File: config.mk
export PLATFORM = sky130hd
export DESIGN_NAME = xts_sector_sequencer
export DESIGN_NICKNAME = d
export VERILOG_FILES = /design/src/rtl/xts_sector_sequencer.sv
export SDC_FILE = /design/constraint.sdc
export NUM_CORES = 1
export LEC_CHECK = 0
export ABC_AREA = 1
export BUFFER_PORTS_ARGS = -buffer_cell sky130_fd_sc_hd__buf_2
export CORE_MARGIN = 1
export CORE_UTILIZATION = 57
export DETAILED_ROUTE_END_ITERATION = 12
export GPL_ROUTABILITY_DRIVEN = 0
export GPL_TIMING_DRIVEN = 0
export HOLD_SLACK_MARGIN = 0.02
export PLACE_DENSITY_LB_ADDON = 0.25
export SLEW_MARGIN = 20
export SYNTH_ARGS = -nofsm -noshare
export SYNTH_HDL_FRONTEND = slang
export SYNTH_SLANG_ARGS = --single-unit
File: constraint.sdc
create_clock -name inClk -period 2.6 [get_ports inClk]
set_clock_uncertainty 0.1 [all_clocks]
set_input_delay 0.39 -clock inClk [delete_from_list [all_inputs] [get_ports inClk]]
set_output_delay 0.39 -clock inClk [all_outputs]
set_load 0.01 [all_outputs]
File: src/rtl/xts_sector_sequencer.sv
// ---------------------------------------------------------------------------
// xts_sector_sequencer
//
// Control sequencer for an XTS-AES sector engine. It sequences the key
// scheduler (key1 then key2), the tweak encryptor, and the per-block data
// engine. It also handles the input/output data handshakes and the
// tweak-times-alpha updates between blocks. Every engine handshake is
// guarded by a timeout.
//
// Parameters
//   BLOCK_CNT_W  width of the sector block count and of the block index
//   TIMEOUT      maximum number of cycles spent waiting on an engine
//
// Ports
//   inClk, inRst          clock, synchronous active-high reset
//   inKeyWr               pulse: a new key1/key2 pair has been written
//   inSectorStart         pulse: process one sector
//   inBlockCount          number of 128-bit blocks (sampled with start)
//   inDecrypt             direction, 1 = decrypt (sampled with start)
//   inKeySchBusy          key scheduler busy
//   inAesEncBusy          tweak encryptor busy
//   inAesEncDecBusy       data engine busy
//   inDataValid           an input data block is available
//   inOutReady            downstream accepts the output block
//   outKeySchStart        pulse: start the key scheduler
//   outKeySel             key select for the scheduler (0 key1, 1 key2)
//   outTweakEncStart      pulse: start the tweak encryption
//   outDataEncDecStart    pulse: start the data engine
//   outDataRd             pulse: consume the input data block
//   outDataOutWr          level: the output block is valid
//   outTweakUpdate        pulse: multiply the tweak by alpha
//   outBlockIdx           index of the current block
//   outDecrypt            latched direction
//   outBusy               level: a key schedule or sector is in progress
//   outKeysValid          level: both round-key sets are ready
//   outSectorDone         pulse: the sector has completed
//   outError              pulse: timeout or illegal request
// ---------------------------------------------------------------------------
module xts_sector_sequencer #(
  parameter int unsigned BLOCK_CNT_W = 8,
  parameter int unsigned TIMEOUT     = 255
) (
  input  logic                   inClk,
  input  logic                   inRst,
  input  logic                   inKeyWr,
  input  logic                   inSectorStart,
  input  logic [BLOCK_CNT_W-1:0] inBlockCount,
  input  logic                   inDecrypt,
  input  logic                   inKeySchBusy,
  input  logic                   inAesEncBusy,
  input  logic                   inAesEncDecBusy,
  input  logic                   inDataValid,
  input  logic                   inOutReady,
  output logic                   outKeySchStart,
  output logic                   outKeySel,
  output logic                   outTweakEncStart,
  output logic                   outDataEncDecStart,
  output logic                   outDataRd,
  output logic                   outDataOutWr,
  output logic                   outTweakUpdate,
  output logic [BLOCK_CNT_W-1:0] outBlockIdx,
  output logic                   outDecrypt,
  output logic                   outBusy,
  output logic                   outKeysValid,
  output logic                   outSectorDone,
  output logic                   outError
);

  typedef enum logic [3:0] {
    IDLE,
    KS1_START,
    KS1_WAIT,
    KS2_START,
    KS2_WAIT,
    TWK_START,
    TWK_WAIT,
    BLK_DATA,
    BLK_START,
    BLK_WAIT,
    BLK_OUT,
    DONE
  } state_t;

  // The wait counter only has to reach TIMEOUT-1; the timeout fires on that value.
  localparam int unsigned WAIT_W = (TIMEOUT < 2) ? 1 : $clog2(TIMEOUT);
  localparam logic [WAIT_W-1:0] WAIT_LAST = WAIT_W'(TIMEOUT - 1);

  state_t                 state;
  logic [WAIT_W-1:0]      waitCnt;
  logic                   seenBusy;
  logic [BLOCK_CNT_W-1:0] blockCnt;
  logic                   engBusy;

  // Busy flag of the engine that the current wait state is watching.
  always_comb begin
    engBusy = 1'b0;
    case (state)
      KS1_WAIT, KS2_WAIT: engBusy = inKeySchBusy;
      TWK_WAIT:           engBusy = inAesEncBusy;
      BLK_WAIT:           engBusy = inAesEncDecBusy;
      default:            engBusy = 1'b0;
    endcase
  end

  always_ff @(posedge inClk) begin
    if (inRst) begin
      state              <= IDLE;
      waitCnt            <= '0;
      seenBusy           <= 1'b0;
      blockCnt           <= '0;
      outKeySchStart     <= 1'b0;
      outKeySel          <= 1'b0;
      outTweakEncStart   <= 1'b0;
      outDataEncDecStart <= 1'b0;
      outDataRd          <= 1'b0;
      outDataOutWr       <= 1'b0;
      outTweakUpdate     <= 1'b0;
      outBlockIdx        <= '0;
      outDecrypt         <= 1'b0;
      outBusy            <= 1'b0;
      outKeysValid       <= 1'b0;
      outSectorDone      <= 1'b0;
      outError           <= 1'b0;
    end else begin
      outKeySchStart     <= 1'b0;
      outTweakEncStart   <= 1'b0;
      outDataEncDecStart <= 1'b0;
      outDataRd          <= 1'b0;
      outTweakUpdate     <= 1'b0;
      outSectorDone      <= 1'b0;
      outError           <= 1'b0;

      // Requests that arrive during an operation are rejected.
      // They do not disturb the sequence in progress.
      if (outBusy && (inKeyWr || inSectorStart)) begin
        outError <= 1'b1;
      end

      case (state)
        IDLE: begin
          if (inKeyWr) begin
            // A key write takes precedence; a simultaneous sector start is dropped.
            outKeysValid   <= 1'b0;
            outKeySel      <= 1'b0;
            outKeySchStart <= 1'b1;
            outBusy        <= 1'b1;
            state          <= KS1_START;
          end else if (inSectorStart) begin
            if (outKeysValid && (inBlockCount != '0)) begin
              blockCnt         <= inBlockCount;
              outDecrypt       <= inDecrypt;
              outBlockIdx      <= '0;
              outTweakEncStart <= 1'b1;
              outBusy          <= 1'b1;
              state            <= TWK_START;
            end else begin
              outError <= 1'b1;
            end
          end
        end

        KS1_START, KS2_START, TWK_START, BLK_START: begin
          waitCnt  <= '0;
          seenBusy <= 1'b0;
          case (state)
            KS1_START: state <= KS1_WAIT;
            KS2_START: state <= KS2_WAIT;
            TWK_START: state <= TWK_WAIT;
            default:   state <= BLK_WAIT;
          endcase
        end

        KS1_WAIT, KS2_WAIT, TWK_WAIT, BLK_WAIT: begin
          if (engBusy) begin
            seenBusy <= 1'b1;
          end
          if (seenBusy && !engBusy) begin
            case (state)
              KS1_WAIT: begin
                outKeySel      <= 1'b1;
                outKeySchStart <= 1'b1;
                state          <= KS2_START;
              end
              KS2_WAIT: begin
                outKeysValid <= 1'b1;
                outBusy      <= 1'b0;
                state        <= IDLE;
              end
              TWK_WAIT: begin
                state <= BLK_DATA;
              end
              default: begin
                outDataOutWr <= 1'b1;
                state        <= BLK_OUT;
              end
            endcase
          end else if (waitCnt == WAIT_LAST) begin
            outError     <= 1'b1;
            outKeysValid <= 1'b0;
            outBusy      <= 1'b0;
            state        <= IDLE;
          end else begin
            waitCnt <= waitCnt + WAIT_W'(1);
          end
        end

        BLK_DATA: begin
          if (inDataValid) begin
            outDataRd          <= 1'b1;
            outDataEncDecStart <= 1'b1;
            state              <= BLK_START;
          end
        end

        BLK_OUT: begin
          if (inOutReady) begin
            outDataOutWr <= 1'b0;
            // Comparing against count-1 ensures the last block never advances the index.
            // So the index cannot wrap, even for a count of all ones.
            if (outBlockIdx == blockCnt - BLOCK_CNT_W'(1)) begin
              outSectorDone <= 1'b1;
              state         <= DONE;
            end else begin
              outTweakUpdate <= 1'b1;
              outBlockIdx    <= outBlockIdx + BLOCK_CNT_W'(1);
              state          <= BLK_DATA;
            end
          end
        end

        DONE: begin
          outBusy <= 1'b0;
          state   <= IDLE;
        end

        default: begin
          outBusy <= 1'b0;
          state   <= IDLE;
        end
      endcase
    end
  end

endmodule

==> impl_metrics.tcl <==
set metrics [dict create \
    reg2reg_depth 13 \
    rsz0062_at_grt "no" \
    cp_slowest_cell "dfxtp_1" \
    wirelength_um 5521 \
    synth.distinct_cells 33 \
    layout-drive-gt1-share 0.2092 \
    power_frac_comb 0.449 \
    dp_hpwl_um 4309 \
    cts_root_buf "clkbuf_8" \
    grt_max_degree 14 \
    synth.yosys.warnings 0 \
    htree_levels 2 \
    worst_pin_slew_ns 0.5326 \
    synth_seq_cells 40 \
    hold_class "in2reg" \
    max_freq_mhz 472.6 \
    syn_inst 366 \
    insertion_delay_ns 0.30 \
    postSynthAreaPerCell_um2 6.738 \
    syn2layout_area_growth_pct 14.00 \
    ir_worst_vdd_mv 0.6293 \
    min_to "outDataOutWr" \
    slew_violations 0 \
    final_nets 432 \
    port_buffers 37 \
    clock-sinks 40 \
    via_per_inst 5.249 \
    crit_family "simple AND/OR/NAND/NOR gates" \
    worstReg2RegEnd "outBlockIdx[7]" \
    total_leakage_power_nw 1.253 \
    p_per_area_mw_per_mm2 769.5 \
    grt_pass1_vias 2095 \
    status "completed" \
    cp_cell_sequence "inv_1 -> ha_1 -> xor2_1 -> nand2_1 -> nor2_1 -> nand2_1 -> nor2_1 -> nand2_1 -> nand2_2 -> nand2_4 -> nand2_4 -> nand2_1 -> a21oi_1" \
    whs_path_depth 2 \
    min_from "inRst" \
    firstDrtPassIters 4 \
    setup_violations 0 \
    fp.dieArea_mm2 0.004593 \
    drtIter0Drc 112 \
    die_h_um 67.78 \
    cellInternalPower_mw 1.215 \
    core_area_mm2 0.004086 \
    grt-ovfl-total 0 \
    hold_buffers 0 \
    die_w_um 67.78 \
    antenna_found_initial 0 \
    grt_usage 0.2599 \
    wl_per_cell_um 11.98 \
    start_util 0.6035 \
    rows 23 \
    cts_buffers 5 \
    clk_path_buf_depth 2 \
    r2r_slack_ns 0.48 \
    cap_violations 0 \
    fillers 374 \
    cts_setup_buffers 0 \
    power_switching_uw 948.1 \
    vias 2420 \
    critPathBufInv 1 \
    remaining_drc_errors 0 \
    syn_area_mm2 0.002466 \
    crit_path_max_incr_delay_ns 0.35 \
    fin_tns_setup_ns 0 \
    cp_max_fo 9 \
    fin_crit_ns 2.116 \
    antenna_cells 0 \
    grt_pass1_wl_um 9004 \
    r2r-start "blockCnt[0]" \
    p_sw_frac 0.4382 \
    cts_resized 0 \
    relSlewSlack 0.6449 \
    io_pins 38 \
    period_share 0.8138 \
    ant_nets 0 \
    pwr-share-seq 0.343 \
    worst_setup_path_end_kind "flop" \
    synth_nets 388 \
    layout_setup_ws_ns 0.4840 \
    arrival_ns 2.24 \
    critPathRequiredTime_ns 2.72 \
    power_frac_clock 0.208 \
    yosysSeqAreaShare 0.3247 \
    critPathKind "reg2reg" \
    start_kind "flop" \
    cts.reportedPaths.clkPinSlew_ns 0.08 \
    cts_tree "yes" \
    final-hold-violation-count 0 \
    path_common_cell "nand2_1" \
    pre_cts_ws_ns 0.5382 \
]
how the worst max path moves through the flow:
| stage | slack (ns) | cells past startpoint | startpoint | to |
|---|---|---|---|---|
| floorplan | 0.81 | 14 | blockCnt[0] | outBlockIdx[1] |
| global placement | 0.58 | 14 | blockCnt[0] | outBlockIdx[1] |
| detailed placement | 0.54 | 13 | blockCnt[0] | outBlockIdx[7] |
| CTS | 0.50 | 13 | blockCnt[0] | outBlockIdx[7] |
| global route | 0.35 | 15 | blockCnt[0] | outBlockIdx[7] |
| finish | 0.48 | 13 | blockCnt[0] | outBlockIdx[7] |
registers in the layout (all words and copies together) (netlist names), 4 cells and up:
name	flops
waitCnt	8
blockCnt	8
state	4
outBlockIdx	8
cell usage after synthesis:
cell type	number	area, µm²
or2_1	1	6.260
nor3_1	9	45.04
nand3_1	28	140.1
and3_1	1	6.260
buf_4	3	22.52
a21oi_1	34	170.2
o21ai_0	16	80.08
inv_1	41	153.9
dfxtp_1	40	800.8
o21ai_1	3	15.01
buf_2	2	10.01
nand3_4	1	17.52
nor2_4	5	56.30
o21ai_2	1	8.760
nor2_8	2	40.04
inv_2	8	30.03
xnor2_1	4	35.03
ha_1	4	50.05
nand4_1	7	43.79
nand3_2	2	20.02
a21oi_4	1	16.27
nor4_1	1	6.260
nand2_1	80	300.3
xor2_1	8	70.07
clkbuf_1	4	15.01
nand3b_1	2	15.01
nand2_2	4	25.02
a31oi_1	2	12.51
or2_2	1	6.260
nand2_4	5	56.30
nor2_1	39	146.4
nor2_2	6	37.54
a211oi_1	1	7.510
worst reg2reg max path: cells and delay by family, from the launching register on:
kind            cells  cell delay, ns
flops               1            0.35
fa+ha+maj           1            0.32
buf+inv             1            0.10
simple gates        9            0.91
compound gates      1            0.14
xor+xnor            1            0.13
power groups by stage:
stage / Clock (mW) / Combinational (mW) / Sequential (mW)
3_3_place_gp: 0 / 0.946 / 0.753
2_1_floorplan: 0 / 0.756 / 0.758
4_1_cts: 0.456 / 0.971 / 0.741
6_report: 0.449 / 0.972 / 0.742
3_5_place_dp: 0 / 0.968 / 0.755
5_1_grt: 0.486 / 1.07 / 0.751
metrics by stage:
step	utilization	cells	instance area, µm²	hold WS [ns]	power (mW)
2_1_floorplan	-	366	2466	0.3372	1.514
3_3_place_gp	0.6641	453	2714	0.3312	1.699
3_5_place_dp	0.6641	453	2714	0.3682	1.723
4_1_cts	0.6880	461	2811	0.2175	2.169
5_1_grt	0.6880	461	2811	0.2352	2.305
6_report	0.6880	461	2811	0.2249	2.163
layout by cell type (no fill, tap or decap), drive strengths merged:
cell type	count
nand4	7
or2	2
nand3b	2
a211oi	1
and3	1
nand2	89
nor4	1
inv	49
xnor2	4
buf	42
clkinvlp	2
clkbuf	10
xor2	8
o21ai	20
nor2	52
dfxtp	40
nor3	9
a21oi	35
a31oi	2
nand3	31
ha	4
cell families (layout without fill, tap and decap cells):
| logic type | count (synthesis) | count (layout) | share of synthesized area |
|---|---|---|---|
| xor+xnor | 12 | 12 | 0.04262 |
| buf+inv | 58 | 103 | 0.09386 |
| compound gates | 58 | 58 | 0.1258 |
| fa+ha+maj | 4 | 4 | 0.02030 |
| flops | 40 | 40 | 0.3247 |
| simple gates | 194 | 194 | 0.3927 |
layout make-up:
type / instances / area [µm²] / area share
multi-input cells: 268 / 1434 / 0.5100
clock inverters: 2 / 15.01 / 0.005340
inverters: 49 / 183.9 / 0.06542
repair buffers: 37 / 185.2 / 0.06587
flip-flops and latches: 40 / 800.8 / 0.2848
well taps: 50 / 62.56 / 0.02225
plain buffers: 9 / 47.55 / 0.01691
clock buffers: 6 / 82.58 / 0.02937
layer usage:
layer,up-vias,share of wire,track usage
li1,1271,-,-
met1,1077,0.47,0.3377
met2,64,0.46,0.4332
met3,8,0.062,0.05743
met4,0,0.0091,0.06250
met5,-,0,0
Note: power is estimated with default switching activity, not from simulation.
